==> config.mk <==
export PLATFORM = sky130hd
export DESIGN_NAME = serial_byte_rx
export DESIGN_NICKNAME = d
export VERILOG_FILES = /design/src/rtl/serial_byte_rx.sv
export SDC_FILE = /design/constraint.sdc
export NUM_CORES = 1
export LEC_CHECK = 0
export CAP_MARGIN = 15
export CORE_UTILIZATION = 51
export DETAILED_ROUTE_END_ITERATION = 10
export PLACE_DENSITY = 0.71
export SLEW_MARGIN = 20
export SYNTH_ARGS = -nofsm -noshare
export SYNTH_HDL_FRONTEND = slang
export SYNTH_SLANG_ARGS = --single-unit
==> constraint.sdc <==
create_clock -name Clock -period 3.1 [get_ports Clock]
set_input_delay 0.62 -clock Clock [delete_from_list [all_inputs] [get_ports Clock]]
set_output_delay 0.62 -clock Clock [all_outputs]
set_load 0.01 [all_outputs]
==> src/rtl/serial_byte_rx.sv <==
// 8N1 serial receiver, LSB first. Recovers bytes from the asynchronous Rx line and
// presents each good byte on Dato with a one-cycle LoadDato strobe.
module serial_byte_rx #(
  parameter int unsigned CLKS_PER_BIT = 5208
) (
  input  logic       Clock,
  input  logic       Reset,
  input  logic       Rx,
  output logic [7:0] Dato,
  output logic       LoadDato,
  output logic       ErrorTrama,
  output logic       Ocupado
);

  localparam logic [15:0] BitLast  = 16'(CLKS_PER_BIT - 1);
  localparam logic [15:0] HalfLast = 16'((CLKS_PER_BIT / 2) - 1);

  typedef enum logic [2:0] {
    Idle,
    Start,
    Data,
    Stop,
    WaitHi
  } state_t;

  state_t      state_q, state_d;
  logic [15:0] cnt_q, cnt_d;
  logic [2:0]  idx_q, idx_d;
  logic [7:0]  sh_q, sh_d;
  logic [7:0]  dato_q, dato_d;
  logic        load_q, load_d;
  logic        err_q, err_d;
  logic        sync1_q, rxSync_q;

  // Both synchroniser stages reset to the idle-line level so reset never fakes a start bit.
  always_ff @(posedge Clock) begin
    if (Reset) begin
      sync1_q  <= 1'b1;
      rxSync_q <= 1'b1;
    end else begin
      sync1_q  <= Rx;
      rxSync_q <= sync1_q;
    end
  end

  always_ff @(posedge Clock) begin
    if (Reset) begin
      state_q <= Idle;
      cnt_q   <= 16'd0;
      idx_q   <= 3'd0;
      sh_q    <= 8'd0;
      dato_q  <= 8'd0;
      load_q  <= 1'b0;
      err_q   <= 1'b0;
    end else begin
      state_q <= state_d;
      cnt_q   <= cnt_d;
      idx_q   <= idx_d;
      sh_q    <= sh_d;
      dato_q  <= dato_d;
      load_q  <= load_d;
      err_q   <= err_d;
    end
  end

  always_comb begin
    state_d = state_q;
    cnt_d   = cnt_q;
    idx_d   = idx_q;
    sh_d    = sh_q;
    dato_d  = dato_q;
    load_d  = 1'b0;
    err_d   = 1'b0;

    case (state_q)
      Idle: begin
        cnt_d = 16'd0;
        idx_d = 3'd0;
        if (!rxSync_q) begin
          state_d = Start;
        end
      end

      // A start bit that is gone by mid-bit is treated as a glitch.
      Start: begin
        if (cnt_q == HalfLast) begin
          cnt_d   = 16'd0;
          state_d = rxSync_q ? Idle : Data;
        end else begin
          cnt_d = cnt_q + 16'd1;
        end
      end

      Data: begin
        if (cnt_q == BitLast) begin
          cnt_d = 16'd0;
          sh_d  = {rxSync_q, sh_q[7:1]};
          if (idx_q == 3'd7) begin
            idx_d   = 3'd0;
            state_d = Stop;
          end else begin
            idx_d = idx_q + 3'd1;
          end
        end else begin
          cnt_d = cnt_q + 16'd1;
        end
      end

      Stop: begin
        if (cnt_q == BitLast) begin
          cnt_d = 16'd0;
          if (rxSync_q) begin
            dato_d  = sh_q;
            load_d  = 1'b1;
            state_d = Idle;
          end else begin
            err_d   = 1'b1;
            state_d = WaitHi;
          end
        end else begin
          cnt_d = cnt_q + 16'd1;
        end
      end

      // Hold off until a break releases so its low level is not taken as a start bit.
      WaitHi: begin
        cnt_d = 16'd0;
        if (rxSync_q) begin
          state_d = Idle;
        end
      end

      default: begin
        state_d = Idle;
      end
    endcase
  end

  assign Dato       = dato_q;
  assign LoadDato   = load_q;
  assign ErrorTrama = err_q;
  assign Ocupado    = (state_q != Idle);

endmodule

==> results of run 1 <==
-- area by class of cell --
| cell class | instances | area [µm²] |
|---|---|---|
| Timing Repair Buffer | 15 | 145 |
| Clock buffer | 5 | 68.8 |
| Inverter | 4 | 15.0 |
| Fill cell | 352 | 1470 |
| Multi-Input combinational cell | 166 | 1040 |
| Tap cell | 48 | 60.1 |
| Sequential cell | 42 | 841 |
| Clock inverter | 3 | 25.0 |
-- where the power goes --
part / internal (µW) / total (µW) / switching (µW)
Combinational: 28.3 / 79.7 / 51.5
Sequential: 546 / 556 / 10.4
Clock: 163 / 369 / 207
-- flip-flops by register name, indices dropped and copies added, names as in the netlist --
register and cells:
sync1_q 1, ErrorTrama 1, cnt_q 16, sh_q 8, state_q 3, rxSync_q 1, Dato 8, idx_q 3
LoadDato 1
-- metal layers --
layer / wire length (µm) / global-route usage
met1: 1790 / 0.268
met2: 1640 / 0.310
met3: 164 / 0.0688
met4: 51 / 0.0710
met5: 0 / 0
-- stage by stage --
step,util,hold WS [ns]
3_3_place_gp,0.573,0.397
3_5_place_dp,0.573,0.401
2_1_floorplan,-,0.389
4_1_cts,0.599,0.417
5_1_grt,0.599,0.426
6_report,0.599,0.416
-- how the worst min path moves through the flow --
stage	from	end	slack (ns)
final	sync1_q	rxSync_q	0.42
after detailed placement	sync1_q	rxSync_q	0.40
after floorplan	sync1_q	rxSync_q	0.39
after global placement	sync1_q	rxSync_q	0.40
after global routing	sync1_q	rxSync_q	0.43
after CTS	sync1_q	rxSync_q	0.42
-- synthesized netlist by cell type, drive strengths merged, types with 2 or more instances --
cell type	count	area, µm²
dfxtp	42	841
nand2	28	105
nor2	26	97.6
a21oi	16	80.1
nand3	10	50.1
clkbuf	9	33.8
mux2i	9	90.1
nand4	7	50.1
nor3	7	45.0
nor2b	6	37.5
o21ai	6	30.0
xnor2	5	43.8
a211oi	4	30.0
inv	4	15.0
o22ai	4	25.0
or3	4	26.3
xor2	4	35.0
and2	3	20.0
and3	3	18.8
and4bb	3	37.5
buf	3	13.8
ha	3	37.5
nor4	3	33.8
nor4b	3	32.5
nor3b	2	20.0
or2	2	12.5
-- kinds of logic (layout without fill, tap and decap cells) --
logic type               count (synthesis)  in the layout
adder cells (fa/ha/maj)                  3              3
XOR/XNOR                                 9              9
AND/OR/NAND/NOR                        110            110
buffers and inverters                   16             27
multiplexers                             9              9
AO/OA/AOI/OAI                           35             35
flip-flops                              42             42
-- critical path: stages (launching register included) --
cell	delay [ns]
dfxtp_1	0.40
or3_1	0.46
clkdlybuf4s50_1	0.50
==> results.tsv, run 1 <==
metric	value	unit
clk root buf	clkbuf_8	
overall routing resource usage	0.204	
drt wl/cell	12.9	µm
most frequent cells in the layout	42 x dfxtp_1, 28 x nand2_1, 26 x nor2_1	
measured slew at the worst slew-check pin	0.859	ns
Finished Cell Area	0.00219	mm²
CTS buffer count	5	
Critical Path Start	state_q[0]	
final setup margin	0.815	ns
Tcrit/Tclk final	0.737	
Max-Cap Viols	0	
setup bufs post-CTS	0	
htree depth	2	
HP Class	flip-flop to flip-flop	
Async SR Flop Fraction	0	
Longest Clk Path Bufs	2	
Die Wd	63.7	µm
critical path required time	2.48	ns
first-pass GRT wire length	6.49	mm
CORE AREA	0.00366	mm²
Clock Skews	0.00832	ns
TNS Setup	0	ns
row cnt	22	
post-synthesis mux area share	0.0464	
Fmax	438	MHz
reg2reg setup slack	1.01	ns
ys flop type	dfxtp_1	
Seq/Total Area, Yosys	0.433	
Cell variety after synth	43	
Pleak	0.000719	µW
Final ANT Viol Nets	0	
Fin. Hold Viols	0	
aggregate routed wire length	3.64	mm
port buffer count	13	
most common cell after layout, fill and taps aside	dfxtp_1	
Via density	5.56	
CP max FO	9	
HPWL after DPL	2.55	mm
status	completed	
worst reg2reg path depth	6	
placed insts	275	
WHS Path Cells	1	
final non-filler cell total	283	
Arr. time, crit path	1.66	ns
RePlAce Congestion	0.782	
vias in the first global route	1411	
clk slew on worst S/H paths	0.08	ns
Ports	14	
largest net degree at the start of global routing	24	
#FFs+latches synth	42	
CTS Hold Bufs	0	
RR Startpoint	cnt_q[0]	
Layout area overhead	13.0	%
VDD IR max	241	µV
DRC	0	
largest family of logic cells by synthesized area	simple AND/OR/NAND/NOR gates	
initial antenna violation count	0	
xor and xnor fraction of the mapped netlist area	0.0406	
Synth Cell Area	0.00194	mm²
simple-gate share of the synthesized area	0.315	
pwr dens	459	mW/mm²
routed via count	1573	
grt ovf	0	
Mean Syn Cell Area	8.66	µm²
layout cells sized above 1	0.0979	
# nets final	240	
unrepaired setup endpoints after global routing	no	
router iterations before antenna repair	4	
first-iteration detailed-routing DRC count	95	
CP endpoint	Ocupado	
n_diodes	0	
synthesized netlist cell count	224	
CTS Sinks	42	
Slew Viols, Final	0	
full die area	0.00406	mm²
reg2reg end	idx_q[0]	
Yosys warnings	0	
Die H	63.7	µm
Slew HR	0.426	
Worst Setup Path Type	flip-flop to output pin	
Final min period	2.28	ns
syn_nets	230	
Design Power	1010	µW
clock latency on the worst-skew pair	0.30	ns
DP Worst Slack	1.04	ns
EDFF count, synth	0	
Initial Utilization	0.530	
Critical Path End Type	output pin	
adder-cell area share of the yosys netlist	0.0193	
CP startpoint kind	flip-flop	
compound-gate portion of the synthesized area	0.113	
CTS tree	built	
cts repair resizes	0	
Final Setup Violations	0	
Area after DPL	0.00210	mm²
Power figures use the tool's default switching activity.
==> inputs of run 2 (changes only) <==
--- a/config.mk
+++ b/config.mk
@@ -8,7 +8,7 @@
 export CAP_MARGIN = 15
 export CORE_UTILIZATION = 51
 export DETAILED_ROUTE_END_ITERATION = 10
-export PLACE_DENSITY = 0.71
+export PLACE_DENSITY = 0.74
 export SLEW_MARGIN = 20
 export SYNTH_ARGS = -nofsm -noshare
 export SYNTH_HDL_FRONTEND = slang
==> constraint.sdc (replaced) <==
create_clock -name Clock -period 1.9 [get_ports Clock]
set_input_delay 0.38 -clock Clock [delete_from_list [all_inputs] [get_ports Clock]]
set_output_delay 0.38 -clock Clock [all_outputs]
set_load 0.01 [all_outputs]
==> run 2 against run 1 <==
Combinational power up 140%. Sequential share of layout area down 3.0 points. Clock skew up 0.00089 ns. Final cell count up 6.0%. Core utilization up 5.3 points. Via count up 5.7%. Critical path type is now flip-flop to flip-flop. Largest power group unchanged. Highest routed layer unchanged.
==> results.tsv, run 2 (synthesized netlist as in run 1, its figures left out) <==
metric	value	unit	change
Worst Setup Path Type	flip-flop to flip-flop		
Critical Path End Type	flip-flop		
CP startpoint kind	flip-flop		
htree depth	2		unchanged
WL met3	196	µm	+20%
clk root buf	clkbuf_8		
wl on met1	1.98	mm	+11%
worst reg2reg path depth	6		unchanged
CORE AREA	0.00366	mm²	unchanged
Ports	14		unchanged
Tcrit/Tclk final	0.942		
RePlAce Congestion	0.788		+0.79%
clock latency on the worst-skew pair	0.30	ns	about the same
CTS buffer count	5		unchanged
placed insts	290		+5.5%
Die Wd	63.7	µm	unchanged
VDD IR max	459	µV	+91%
Area after DPL	0.00222	mm²	+6.0%
Fin. Hold Viols	0		unchanged
Highest Signal Layer	met4		
grt ovf	0		unchanged
DRC	0		unchanged
CTS Hold Bufs	0		unchanged
Largest Register	cnt_q		
Fmax	559	MHz	
measured slew at the worst slew-check pin	0.542	ns	-0.317 ns
Arr. time, crit path	2.03	ns	+0.37 ns
clk slew on worst S/H paths	0.09	ns	about the same
Longest Clk Path Bufs	2		unchanged
Worst Hold Margin	0.417	ns	+0.000749 ns
CP max FO	5		-4
Final Setup Violations	0		unchanged
Finished Cell Area	0.00239	mm²	+8.8%
max reg flops	16		unchanged
row cnt	22		unchanged
Via density	5.54		-0.33%
# nets final	257		+7.1%
aggregate routed wire length	4.08	mm	+12%
most common cell after layout, fill and taps aside	dfxtp_1		
port buffer count	13		unchanged
met2 routed WL	1.83	mm	+12%
first-pass GRT wire length	6.88	mm	+6.1%
Util after Layout	0.652		+0.0530
Final min period	1.79	ns	
Final ANT Viol Nets	0		unchanged
Pleak	0.000822	µW	+14%
HPWL after DPL	2.83	mm	+11%
pwr dens	711	mW/mm²	+55%
routed via count	1662		+5.7%
Max-Cap Viols	0		unchanged
final non-filler cell total	300		+6.0%
initial antenna violation count	0		unchanged
Initial Utilization	0.530		unchanged
vias in the first global route	1469		+4.1%
first-iteration detailed-routing DRC count	128		+35%
n_diodes	0		unchanged
TNS Setup	0	ns	unchanged
CTS tree	built		
Slew Viols, Final	0		unchanged
layout cells sized above 1	0.190		+0.0926
full die area	0.00406	mm²	unchanged
most frequent cells in the layout	40 x dfxtp_1, 28 x nand2_1, 26 x nor2_1		
status	completed		
drt wl/cell	13.6	µm	+5.8%
Die H	63.7	µm	unchanged
unrepaired setup endpoints after global routing	no		
critical path required time	2.14	ns	-0.34 ns
WHS Path Cells	1		unchanged
largest net degree at the start of global routing	16		-33%
Slew HR	0.637		+0.211
Clock Skews	0.00921	ns	+0.000889 ns
CTS Sinks	42		unchanged
HP Class	flip-flop to flip-flop		
Layout area overhead	23.0	%	
overall routing resource usage	0.219		+0.0147
router iterations before antenna repair	4		unchanged
==> run 2: report_power, final <==
group          internal (µW)  switching [µW]  leakage, µW
registers                892            14.3     0.000340
clock network            265             333    0.0000447
logic                   86.6             107     0.000437
==> run 2: timing repair <==
action / in CTS / in global routing
setup endpoints to repair: 8 / 16
gates cloned: 0 / 0
pin swaps: 1 / 1
buffers inserted: 1 / 1
hold endpoints to repair: 0 / 0
resized for setup: 2 / 9
==> run 2: metrics by stage <==
| stage | worst slack [ns] | power, µW |
|---|---|---|
| final | 0.110 | 1700 |
| after floorplan | 0.0593 | 1030 |
| after global placement | 0.0724 | 1080 |
| after detailed placement | 0.00321 | 1080 |
| after CTS | 0.00633 | 1690 |
| after global routing | 0.0148 | 1780 |
==> run 2: area by class of cell <==
cell class	count	area, µm²
Inverter	4	15.0
Sequential cell	42	843
Fill cell	280	1270
Clock inverter	3	25.0
Timing Repair Buffer	32	297
Multi-Input combinational cell	166	1080
Tap cell	48	60.1
Clock buffer	5	68.8
==> run 2: metal layers <==
| layer | global-route usage | up-vias |
|---|---|---|
| met5 | 0 | - |
| li1 | - | 840 |
| met2 | 0.335 | 45 |
| met3 | 0.0507 | 8 |
| met4 | 0.102 | 0 |
| met1 | 0.289 | 769 |
==> run 2: final timing paths <==
check	start	end	slack, ns
hold / removal	sync1_q	rxSync_q	0.42
setup reg to reg	cnt_q[0]	idx_q[0]	0.11
setup / recovery	cnt_q[0]	idx_q[0]	0.11
hold reg to reg	sync1_q	rxSync_q	0.42
==> run 2: critical path: stages, from the launching register on <==
cell and delay (ns):
dfxtp_2 0.36, ha_4 0.15, and4bb_2 0.25, nand4_1 0.14, or3_4 0.36, or3_1 0.31
a21oi_1 0.15
